**config.mk**
```make
export PLATFORM = sky130hd
export DESIGN_NAME = counter_2d_seq
export DESIGN_NICKNAME = d
export VERILOG_FILES = /design/src/rtl/counter_2d_seq.sv
export SDC_FILE = /design/constraint.sdc
export NUM_CORES = 1
export LEC_CHECK = 0
export CAP_MARGIN = 10
export CORE_MARGIN = 2
export CORE_UTILIZATION = 40
export CTS_CLUSTER_SIZE = 16
export DETAILED_ROUTE_END_ITERATION = 6
export PLACE_DENSITY = 0.69
export SLEW_MARGIN = 20
export SYNTH_ARGS = -nofsm -noshare
export SYNTH_HDL_FRONTEND = slang
export SYNTH_SLANG_ARGS = --single-unit
```
**constraint.sdc**
```tcl
create_clock -name CLK -period 4.4 [get_ports CLK]
set_input_delay 0.88 -clock CLK [delete_from_list [all_inputs] [get_ports CLK]]
set_output_delay 0.88 -clock CLK [all_outputs]
set_load 0.01 [all_outputs]
```
**src/rtl/counter_2d_seq.sv**
```systemverilog
// Two-axis raster position counter: start latches limits/axis order, inc steps one position, wraps at (row_max,col_max).
// Position, wrap and done are registered (one edge after the command); inc is a strobe with no backpressure.
module counter_2d_seq #(
  parameter int CW = 10
) (
  input  logic          CLK,
  input  logic          RST_L,
  input  logic          start,
  input  logic          stop,
  input  logic          inc,
  input  logic          col_major,
  input  logic          one_shot,
  input  logic [CW-1:0] row_max,
  input  logic [CW-1:0] col_max,
  output logic          busy,
  output logic [CW-1:0] row,
  output logic [CW-1:0] col,
  output logic          first,
  output logic          last,
  output logic          wrap,
  output logic          done
);

  typedef enum logic {
    IDLE = 1'b0,
    RUN  = 1'b1
  } state_t;

  state_t        r_state;
  state_t        w_state_nxt;
  logic [CW-1:0] r_row;
  logic [CW-1:0] r_col;
  logic [CW-1:0] r_row_max_q;
  logic [CW-1:0] r_col_max_q;
  logic          r_col_major_q;
  logic          r_one_shot_q;
  logic          r_wrap;
  logic          r_done;

  logic [CW-1:0] w_row_nxt;
  logic [CW-1:0] w_col_nxt;
  logic          w_wrap_nxt;
  logic          w_done_nxt;
  logic          w_latch;
  logic          w_row_at_max;
  logic          w_col_at_max;

  assign w_row_at_max = (r_row == r_row_max_q);
  assign w_col_at_max = (r_col == r_col_max_q);

  always_ff @(posedge CLK or negedge RST_L) begin
    if (!RST_L) begin
      r_state <= IDLE;
    end else begin
      r_state <= w_state_nxt;
    end
  end

  // Priority: stop, then start (restart swallows a coincident inc), then inc.
  always_comb begin
    w_state_nxt = r_state;
    w_row_nxt   = r_row;
    w_col_nxt   = r_col;
    w_wrap_nxt  = 1'b0;
    w_done_nxt  = 1'b0;
    w_latch     = 1'b0;
    if (stop) begin
      w_state_nxt = IDLE;
      w_row_nxt   = '0;
      w_col_nxt   = '0;
    end else if (start) begin
      w_state_nxt = RUN;
      w_latch     = 1'b1;
      w_row_nxt   = '0;
      w_col_nxt   = '0;
    end else if ((r_state == RUN) && inc) begin
      if (w_row_at_max && w_col_at_max) begin
        w_row_nxt  = '0;
        w_col_nxt  = '0;
        w_wrap_nxt = 1'b1;
        if (r_one_shot_q) begin
          w_state_nxt = IDLE;
          w_done_nxt  = 1'b1;
        end
      end else if (!r_col_major_q) begin
        if (r_col < r_col_max_q) begin
          w_col_nxt = r_col + 1'b1;
        end else begin
          w_col_nxt = '0;
          w_row_nxt = r_row + 1'b1;
        end
      end else begin
        if (r_row < r_row_max_q) begin
          w_row_nxt = r_row + 1'b1;
        end else begin
          w_row_nxt = '0;
          w_col_nxt = r_col + 1'b1;
        end
      end
    end
  end

  always_ff @(posedge CLK or negedge RST_L) begin
    if (!RST_L) begin
      r_row         <= '0;
      r_col         <= '0;
      r_row_max_q   <= '0;
      r_col_max_q   <= '0;
      r_col_major_q <= 1'b0;
      r_one_shot_q  <= 1'b0;
      r_wrap        <= 1'b0;
      r_done        <= 1'b0;
    end else begin
      r_row  <= w_row_nxt;
      r_col  <= w_col_nxt;
      r_wrap <= w_wrap_nxt;
      r_done <= w_done_nxt;
      if (w_latch) begin
        r_row_max_q   <= row_max;
        r_col_max_q   <= col_max;
        r_col_major_q <= col_major;
        r_one_shot_q  <= one_shot;
      end
    end
  end

  assign busy  = (r_state == RUN);
  assign row   = r_row;
  assign col   = r_col;
  assign wrap  = r_wrap;
  assign done  = r_done;
  assign first = busy & (r_row == '0) & (r_col == '0);
  assign last  = busy & w_row_at_max & w_col_at_max;

endmodule

```
==> summary.md <==
| Metric | Value |
|---|---|
| Crit path time final | `3580 ps` |
| Yosys reg bits | `45` |
| Global-route wire length before repair | `10,500 µm` |
| Switching Share | `27.6%` |
| Final WL | `6120 µm` |
| Crit path buf inv count | `1` |
| Unrepaired setup endpoints after global routing | `no` |
| Clock Latency Late Sink | `300 ps` |
| DPL Wire Length | `4600 µm` |
| Largest net degree at the start of global routing | `46` |
| IR drop worst, VDD | `0.137 mV` |
| Initial DRC Count | `66` |
| Vias in the first global route | `2,202` |
| Critical-path cell list | `ha_1 > nand4_1 > or2_0 > or3_2 > nor2_1 > clkdlybuf4s50_1` |
| Post-CTS setup buffer count | `0` |
| Yosys cell types | `37` |
| Final Wtd Congestion | `0.838` |
| Area of the multi-input gates | `1320 µm²` |
| Post-synth EDFFs | `0` |
| Leak | `1.56 nW` |
| Die area | `7160 µm²` |
| Drt drc | `0` |
| Yosys top cell by area | `dfrtp_1` |
| Clock root buffer | `clkbuf_8` |
| CP arrival | `2700 ps` |
| Largest stage delay on the critical path | `540 ps` |
| Die height | `84.6 µm` |
| Num ports | `52` |
| WL per Instance | `15.4 µm` |
| Sw power | `0.253 mW` |
| Post-synth top area share | `43.3%` |
| TritonCTS buffer count | `5` |
| Worst EP required | `3520 ps` |
| Top delay family on crit path | `simple AND/OR/NAND/NOR gates` |
| Core Region | `6310 µm²` |
| Register area | `1130 µm²` |
| Resize count post-CTS | `0` |
| CP startpoint kind | `flip-flop` |
| Clock sink count | `45` |
| Clk buf depth | `2` |
| Sequential Power Share | `49.9%` |
| Placed Area | `3180 µm²` |
| Max FO, Critical Path | `7` |
| Relative slew margins | `40.9%` |
| 1st-pass router iterations | `4` |
| GR Overflow Total | `0` |
| Net count, final | `370` |
| Initial antenna violation count | `0` |
| Final setup TNS | `0 ps` |
| Post-synthesis sequential area ratio | `43.3%` |
| Hold Violations, Final | `0` |
| Mapped Avg Cell Area | `9.77 µm²` |
| Fillers | `603` |
| Layout cells sized above 1 | `7.50%` |
| Syn_nets | `317` |
| Die width | `84.6 µm` |
| Fmax | `0.279 GHz` |
| CP Capture Type | `primary output` |
| Final Max Slew Viols | `0` |
| Synth area leaders | `dfrtp_1 (43%), ha_1 (12%), o21ai_0 (6.0%), a22o_1 (5.4%), inv_1 (4.5%)` |
| Clock skew | `3.26 ps` |
| Crit share post-route | `81.4%` |
| All-Layer GR Usage | `18.4%` |
| Clk pwr share | `31.2%` |
| Post-DRT Antenna Nets | `0` |
| IO buf count | `51` |
| Pwr/cell area | `279 nW/µm²` |
| Combinational share of power | `19.0%` |
| YS warnings | `0` |
| Setup CP Type | `flip-flop to primary output` |
| Diode count | `0` |
| CTS clock-pin slew for the worst setup and hold paths | `80 ps` |
| Mapped Area | `2600 µm²` |
| Hold buffers post-CTS | `0` |
| P_int | `0.663 mW` |
| Post-Syn Instances | `266` |
| Max-cap viol count | `0` |
| Top_reg_cell synth | `dfrtp_1` |
| Final Cell Area | `3280 µm²` |
| Post-synthesis to final-layout area growth | `26.2%` |
| CTS tree | `done` |
| Commonest cells post-synth | `dfrtp_1 (45), inv_1 (31), o21ai_0 (31), ha_1 (24), nand2_1 (23)` |
| Status | `complete, no violations` |
| Initial core utilization | `41.2%` |
| Htree depth | `2` |
| Async S/R FF share, synth | `100%` |
| Vias | `2,097` |
| Crit-path slowest cell | `clkdlybuf4s50_1` |
| Worst slew pin tran | `886 ps` |
| Via density | `5.28` |
| Rows | `29` |
| Class of the tightest hold or removal check | `flip-flop to flip-flop` |
| Most common cell in the synthesized netlist | `dfrtp_1` |
| Finish-stage setup viols | `0` |
worst reg2reg max path, cell delays in order, from the launching register on:
cell     delay, ps
dfrtp_1        460
ha_1           350
nand4_1        160
or2_0          250
o31a_1         390
a31oi_1        210
buf_4          210
nor2b_1        620
a22o_1         230
power groups by stage:
stage                     Combinational [mW]  Sequential, mW  Clock [mW]
final                                  0.174           0.457       0.285
after global routing                   0.200           0.462       0.309
after CTS                              0.176           0.457       0.287
after detailed placement               0.175           0.465           0
after global placement                 0.169           0.465           0
after floorplan                        0.101           0.464           0
layout make-up:
cell class / count / share of cell area, %
multi-input combinational: 183 / 40.2
sequential: 45 / 34.3
timing repair buffer: 53 / 15.9
inverter: 31 / 3.55
clock buffer: 7 / 2.94
tap: 77 / 2.94
clock inverter: 1 / 0.153
layer usage:
metal / track usage (%) / up-vias / wire length, µm
met3: 3.54 / 6 / 291
met1: 26.3 / 1003 / 2990
met5: 0 / - / 0
li1: - / 1043 / -
met4: 5.19 / 0 / 77
met2: 28.6 / 45 / 2760
logic make-up (layout without fill, tap and decap cells):
family	after synthesis	after routing	synth area share, %
AO/OA/AOI/OAI	75	75	19.9
flip-flops	45	45	43.3
multiplexers	4	4	1.88
adder cells (fa/ha/maj)	24	24	11.6
AND/OR/NAND/NOR	80	80	17.2
buffers and inverters	38	92	6.07
cell usage in the layout, fill, tap and decap left out, types with 4 or more instances in the layout:
cell	instances
nand2_1	23
nor2_1	5
clkbuf_8	7
o21ai_1	8
a22o_1	16
o21ai_0	31
and3_1	14
a21oi_1	5
clkdlybuf4s50_1	50
a211oi_1	4
nor2b_1	16
dfrtp_1	45
inv_1	31
ha_1	24
nand4_1	6
through the flow:
step	utilization (%)	total power, mW	std cells	worst slack [ps]	hold slack (ps)
detailed placement	50.3	0.640	389	1160	505
global placement	50.3	0.634	389	1230	494
finish	52.0	0.916	397	817	518
floorplan	-	0.565	266	1730	472
global route	52.0	0.970	397	682	540
CTS	51.9	0.920	397	837	525
worst paths after layout:
kind / start / endpoint / slack (ps) / depth (start not counted)
worst max-delay path: col[5]$_DFFE_PN0P_ / last / 820 / 6
worst min-delay path: r_row_max_q[0]$_DFFE_PN0P_ / r_row_max_q[0]$_DFFE_PN0P_ / 520 / 1
worst max register to register: col[5]$_DFFE_PN0P_ / col[2]$_DFFE_PN0P_ / 1470 / 8
worst min register to register: r_row_max_q[0]$_DFFE_PN0P_ / r_row_max_q[0]$_DFFE_PN0P_ / 520 / 1
max in group asynchronous: RST_L / r_row_max_q[4]$_DFFE_PN0P_ / 3430 / 1
min in group asynchronous: RST_L / col[0]$_DFFE_PN0P_ / 570 / 1
state kept, by name, summed over array words and instances (netlist names):
name           count
col               10
r_col_max_q       10
r_row_max_q       10
row               10
busy               1
done               1
r_col_major_q      1
r_one_shot_q       1
wrap               1
Power figures use the tool's default switching activity.
